## src/rtl/jtframe_joymap.sv

```systemverilog
// rtl/jtframe_joymap.sv - player input conditioner: rotation, cleanup, autofire, coin stretch
module jtframe_joymap #(
  parameter int PLAYERS      = 2,
  parameter int BUTTONS      = 2,
  parameter int AUTOFIRE_DIV = 8,
  parameter int COIN_FRAMES  = 4
) (
  input  logic                          clk,
  input  logic                          rst,
  input  logic                          LVBL,
  input  logic                          rot_en,
  input  logic                          flip,
  input  logic [PLAYERS-1:0]            autofire_en,
  input  logic [PLAYERS*(BUTTONS+4)-1:0] joy_in,
  input  logic [PLAYERS-1:0]            coin_in,
  input  logic [PLAYERS-1:0]            start_in,
  output logic [PLAYERS*(BUTTONS+4)-1:0] game_joy,
  output logic [PLAYERS-1:0]            game_coin,
  output logic [PLAYERS-1:0]            game_start
);

  localparam int JW   = BUTTONS + 4;
  localparam int AFW  = (AUTOFIRE_DIV > 2) ? $clog2(AUTOFIRE_DIV) : 1;
  localparam int CW   = $clog2(COIN_FRAMES + 1);
  localparam int HALF = AUTOFIRE_DIV / 2;

  logic [PLAYERS*JW-1:0] r_joy;
  logic [PLAYERS-1:0]    r_coin, r_coin_d, r_start, r_b0_d;
  logic                  r_lvbl, r_rot, r_flip;
  logic [AFW-1:0]        r_af_cnt   [PLAYERS];
  logic [CW-1:0]         r_coin_cnt [PLAYERS];

  logic                  w_tick;
  logic [PLAYERS*JW-1:0] w_joy_n;
  logic [PLAYERS-1:0]    w_coin_act, w_b0;
  logic [AFW-1:0]        w_af_next   [PLAYERS];
  logic [CW-1:0]         w_coin_next [PLAYERS];
  logic [3:0]            w_dir, w_rd;
  logic                  w_held, w_hold_on, w_coin_edge, w_b0_out;

  assign w_tick = r_lvbl & ~LVBL;

  always_comb begin
    w_joy_n     = '0;
    w_coin_act  = '0;
    w_b0        = '0;
    w_dir       = '0;
    w_rd        = '0;
    w_held      = 1'b0;
    w_hold_on   = 1'b0;
    w_coin_edge = 1'b0;
    w_b0_out    = 1'b0;
    for (int p = 0; p < PLAYERS; p++) begin
      w_af_next[p]   = '0;
      w_coin_next[p] = r_coin_cnt[p];

      // direction bits are {up, down, left, right}
      w_dir = r_joy[p*JW +: 4];
      if (!r_rot)
        w_rd = w_dir;
      else if (!r_flip)
        w_rd = {w_dir[1], w_dir[0], w_dir[2], w_dir[3]};
      else
        w_rd = {w_dir[0], w_dir[1], w_dir[3], w_dir[2]};
      if (w_rd[0] && w_rd[1]) w_rd[1:0] = 2'b00;
      if (w_rd[2] && w_rd[3]) w_rd[3:2] = 2'b00;

      w_held    = r_joy[p*JW + 4];
      w_b0[p]   = w_held;
      w_hold_on = w_held & r_b0_d[p];
      w_b0_out  = w_held;
      if (autofire_en[p]) begin
        w_b0_out = w_held && (r_af_cnt[p] < AFW'(HALF));
        if (!w_hold_on)
          w_af_next[p] = '0;
        else if (w_tick)
          w_af_next[p] = (r_af_cnt[p] == AFW'(AUTOFIRE_DIV - 1)) ? '0 : r_af_cnt[p] + AFW'(1);
        else
          w_af_next[p] = r_af_cnt[p];
      end

      w_joy_n[p*JW +: JW] = {r_joy[p*JW + 4 +: BUTTONS], w_rd};
      w_joy_n[p*JW + 4]   = w_b0_out;

      // edges arriving while a pulse is still counting are dropped
      w_coin_edge = r_coin[p] & ~r_coin_d[p];
      if (r_coin_cnt[p] == '0) begin
        if (w_coin_edge) w_coin_next[p] = CW'(COIN_FRAMES);
      end else if (w_tick) begin
        w_coin_next[p] = r_coin_cnt[p] - CW'(1);
      end
      w_coin_act[p] = (w_coin_next[p] != '0);
    end
  end

  always_ff @(posedge clk) begin
    if (rst) begin
      r_joy      <= '0;
      r_coin     <= '0;
      r_coin_d   <= '0;
      r_start    <= '0;
      r_b0_d     <= '0;
      r_lvbl     <= 1'b0;
      r_rot      <= 1'b0;
      r_flip     <= 1'b0;
      game_joy   <= '1;
      game_coin  <= '1;
      game_start <= '1;
      for (int p = 0; p < PLAYERS; p++) begin
        r_af_cnt[p]   <= '0;
        r_coin_cnt[p] <= '0;
      end
    end else begin
      r_joy      <= joy_in;
      r_coin     <= coin_in;
      r_coin_d   <= r_coin;
      r_start    <= start_in;
      r_b0_d     <= w_b0;
      r_lvbl     <= LVBL;
      r_rot      <= rot_en;
      r_flip     <= flip;
      game_joy   <= ~w_joy_n;
      game_coin  <= ~w_coin_act;
      game_start <= ~r_start;
      for (int p = 0; p < PLAYERS; p++) begin
        r_af_cnt[p]   <= w_af_next[p];
        r_coin_cnt[p] <= w_coin_next[p];
      end
    end
  end

endmodule
```

## config.mk

```make
export PLATFORM = sky130hd
export DESIGN_NAME = jtframe_joymap
export DESIGN_NICKNAME = d
export VERILOG_FILES = /design/src/rtl/jtframe_joymap.sv
export SDC_FILE = /design/constraint.sdc
export NUM_CORES = 1
export LEC_CHECK = 0
export ABC_AREA = 1
export BUFFER_PORTS_ARGS = -buffer_cell sky130_fd_sc_hd__buf_2
export CAP_MARGIN = 15
export CORE_UTILIZATION = 48
export CTS_CLUSTER_SIZE = 30
export DETAILED_ROUTE_END_ITERATION = 8
export GPL_TIMING_DRIVEN = 0
export PLACE_DENSITY_LB_ADDON = 0.25
export SLEW_MARGIN = 10
export SYNTH_ARGS = -nofsm -noshare
export SYNTH_HDL_FRONTEND = slang
export SYNTH_SLANG_ARGS = --single-unit
```

## constraint.sdc

```tcl
create_clock -name clk -period 1.3 [get_ports clk]
set_input_delay 0.065 -clock clk [delete_from_list [all_inputs] [get_ports clk]]
set_output_delay 0.065 -clock clk [all_outputs]
set_load 0.03 [all_outputs]
```

Word level (Yosys, flattened, before mapping):

Memory sizes are Yosys's and may differ from the RTL's.
Index checks and enable logic that the tools add are counted.

* register bits after elaboration: 39
* RAM bits: 12
* input bits: 23
* output and inout bits: 16
* logic and storage cells: 77
* memories: 2

Memories
* r_af_cnt: words 2, bits a word 3, rd ports 2, clocked after Yosys merged registers in 0, write ports 2, line 30 `logic [AFW-1:0] r_af_cnt [PLAYERS];`
* r_coin_cnt: words 2, bits a word 3, rd ports 2, clocked after Yosys merged registers in 0, write ports 2, line 31 `logic [CW-1:0] r_coin_cnt [PLAYERS];`

* $add $sub $neg: 4
* magnitude comparators: 2
* equality and inequality tests: 2
* multiplexer cells: 31
* bitwise logic cells: 15
* reduce and logical (&&, ||, !) cells: 10

Operators by type and width (count)
* $mux W3: 18
* $mux W4: 4
* $not A12 Y12: 1
* $mux W2: 4
* $add A3 B1 Y3 const B: 2
* $eq A3 B3 Y1 const B: 2
* $logic_and A1 B1 Y1: 6
* $logic_not A3 Y1: 2
* $lt A3 B3 Y1 const B: 2
* $reduce_bool A3 Y1: 2
* $sub A3 B1 Y3 const B: 2
* $and A1 B1 Y1: 5
* $mux W1: 5
* $not A2 Y2: 2
* $or A1 B1 Y1: 4
* $not A1 Y1: 3

Logic depth before layout (Yosys ltp):

* depth after elaboration: 6
* depth in mapped cells: 10
* depth with buffers taken out: 10

Worst setup path after synthesis:

No wires, ideal clock.

* path kind: reg-to-reg
* from: memory r_coin_cnt[0][0] (netlist name)
* to: register game_coin[0]
* setup time: 0.115 ns
* arrival time: 1.168 ns
* data required time: 1.185 ns
* setup slack: 0.017 ns
* stages on the path, launching flop included: 9
* path buffers: 0
* period minus slack after synthesis: 1.283 ns
* path through: dfxtp_1 > inv_1 > ha_1 > ha_1 > nand3b_1 > nand2_1 > nand3_1 > nand2_1 > nor2_1

RTL lines
* start, declared: line 31
* end signal, assigned: line 123 `game_coin <= ~w_coin_act;`
* end, declared: line 18 `output logic [PLAYERS-1:0] game_coin,`

==> metrics.md <==
| Metric | Value |
|---|---|
| Status | finished with violations |
| Failing checks | setup timing |
| Slew headroom | 67.8% |
| Mapped Nets | 277 |
| Cells after Synth | ~250 |
| Largest fanout on the critical path | 3 |
| FF+latch count, synth | 51 |
| Mean post-synth cell area | 7.83 µm² |
| Pwr dens | 1240 nW/µm² |
| Avg WL per Cell | 10.5 µm |
| Cell Area, Synth | ~1900 µm² |
| Final setup vio count | 1 |
| Routed via count | about 1600 |
| Global Route Usage Sum | 19.8% |
| Fin nets | 344 |
| Die Y | around 65 µm |
| Worst setup margin | -53.8 ps |
| Clk sinks | 51 |
| CTS tree | yes |
| Placed wire-length estimate | 2450 µm |
| Largest net degree at the start of global routing | 16 |
| Share of post-route cells with drive strength above 1 | 22.9% |
| Final hold violation count | 0 |
| Total Neg Setup Slack | -53.8 ps |
| Vias per inst | 4.54 |
| Die Area | 4270 µm² |
| Detailed Routing Iterations Pass 1 | 4 |
| TritonCTS buffer count | 5 |
| Post-synth ARST share | 0% |
| Top-count cell post-synth | nand2_1 |
| Antenna viol nets, final | 0 |
| Sequential-to-total area share from yosys stat | 53.0% |
| Max Root-Sink Buffers | 2 |
| Yosys warning count | 0 |
| Top cells by count, synth | 57 x nand2_1, 51 x dfxtp_1, 46 x inv_1 |
| Max VDD drop | about 0.76 mV |
| Fmax | between 700 and 800 MHz |
| DRC | 0 |
| IO Port Bufs | 38 |
| Core ar. | 3740 µm² |
| Routability cong. | 0.824 |
| Worst EP required | 1510 ps |
| Post-synth EDFFs | 0 |
| Slew Limit Fails | 0 |
| Critical Setup Path Class | flop to flop |
| Post-synth top area share | 53.0% |
| Top-Level Pins | 39 |
| Top cell type by total area after synthesis | dfxtp_1 |
| Crit path launch type | flop |
| CP arrival | 1560 ps |
| Worst-Skew Late Latency | between 300 and 400 ps |
| Max Cap Viol | 0 |
| First-pass GRT wire length | 6320 µm |
| Initial antenna violation count | 0 |
| Root Driver | clkbuf_8 |
| Yosys cell types | 19 |
| Fin crit share | 104% |
| Slew @ Worst Pin | 483 ps |
| Die X | 65.4 µm |
| CP endpoint kind | flop |
| Ant diodes | 0 |
| Overflow after GRT | 0 |
| Initial detailed-routing violation count | 57 |
| Tot Pwr | approximately 3.2 mW |
| Fin crit period | 1350 ps |
| Clock-pin transition on the worst setup and hold timing paths | 90 ps |
| Top cells by area, synth | dfxtp_1 53%, nand2_1 11%, inv_1 9.0%, nor2_1 6.8%, ha_1 5.2% |
| Std-Cell Rows | 22 |
| Wirelength, routed | roughly 3800 µm |
| Pre-CTS setup slack | -118 ps |
| Hold/Removal Path Class | input pin to flop |
| Area grow syn2layout | 33.0% |
| Commonest register cell after synthesis | dfxtp_1 |
| Initial core utilization | between 50% and 60% |
| H-tree levels | 2 |
| Clk_skew | 6.35 ps |
| Vias in the first global route | roughly 1500 |
| Setup repair after global routing missed its margin | true |
| Pleak | 1.23 nW |
## cells by family (layout without fill, tap and decap cells)
family | after synthesis | in the layout | share of synthesized area [%]
AO/OA/AOI/OAI | 23 | 23 | 6.69
buffers and inverters | 54 | 122 | 10.9
adder cells (fa/ha/maj) | 8 | 8 | 5.20
flip-flops | 51 | 51 | 53.0
AND/OR/NAND/NOR | 110 | 110 | 24.2
## power by group
group | switching (mW) | internal [mW]
logic | 0.219 | 0.160
registers | 0.0294 | 1.63
clock network | 0.507 | 0.623
## path summary, 6_finish.rpt
path	from	end	slack (ps)	cells after the start
min	rst	r_coin_cnt[0][0]$_SDFF_PP0_	40	4
max reg2reg	r_coin_cnt[0][0]$_SDFF_PP0_	game_coin[0]$_SDFF_PP1_	-50	8
max	r_coin_cnt[0][0]$_SDFF_PP0_	game_coin[0]$_SDFF_PP1_	-50	8
min reg2reg	r_joy[5]$_SDFF_PP0_	game_joy[5]$_SDFF_PP1_	380	1
## critical path, stage by stage (launching register included)
cell and delay, ps:
dfxtp_2 340, inv_2 50, ha_4 150, ha_4 160
nand3b_1 230, nand3_2 130, nand3_2 80, nand2_1 70
nor2_1 40
## routing by layer
| metal | GRT usage, % | share of wire [%] | vias up |
|---|---|---|---|
| li1 | - | - | 868 |
| met1 | 20.8 | 43 | 730 |
| met2 | 36.3 | 51 | 36 |
| met3 | 5.73 | 3.9 | 8 |
| met4 | 7.88 | 2.2 | 0 |
| met5 | 0 | 0 | - |
## flip-flops by register name, indices dropped and copies added, names as in the netlist
signal,cells
r_coin_cnt,6
game_joy,12
game_coin,2
r_af_cnt,6
r_coin_d,2
game_start,2
r_lvbl,1
r_rot,1
r_b0_d,2
r_start,2
r_joy,12
r_coin,2
r_flip,1
## cells in the final DEF, fill, tap and decap left out, types with 2 or more instances in the layout
cell type and n:
a21oi_1 6, nor2_2 2, dfxtp_2 2, ha_4 2, buf_2 41, o211ai_1 4, clkbuf_8 6, ha_1 5
nand3_2 4, nand3b_1 5, nand3_1 5, nor2_1 35, buf_4 3, nand2_1 56, inv_2 5, nand2_2 2
inv_1 43, buf_1 2, dlygate4sd3_1 20, o21ai_1 6, dfxtp_1 49, o21ai_0 6
## metrics by stage
step / util [%] / instance area [µm²] / hold WS, ps / std cells
floorplan: - / 1930 / 172 / 246
global placement: 58.2 / 2180 / 265 / 332
detailed placement: 58.2 / 2180 / 272 / 332
CTS: 67.4 / 2520 / 50.5 / 361
global route: 68.4 / 2560 / 60.1 / 362
finish: 68.4 / 2560 / 43.2 / 362
## final cells by class
class / instances / area, µm²
timing repair buffer: 60 / 405
tap: 48 / 60.1
buffer: 6 / 30.0
sequential: 51 / 1020
clock inverter: 2 / 35.0
clock buffer: 6 / 82.6
fill: 331 / 1180
multi-input combinational: 141 / 746
inverter: 48 / 180
## what timing repair did
item                                    CTS  global route
gates resized for setup                   5            10
buffers inserted                          1             1
hold endpoints to repair                 20             0
endpoints found under the setup margin    3             5
pin swaps                                 5             4
hold buffers                             20             0
Note: power is estimated with default switching activity, not from simulation.
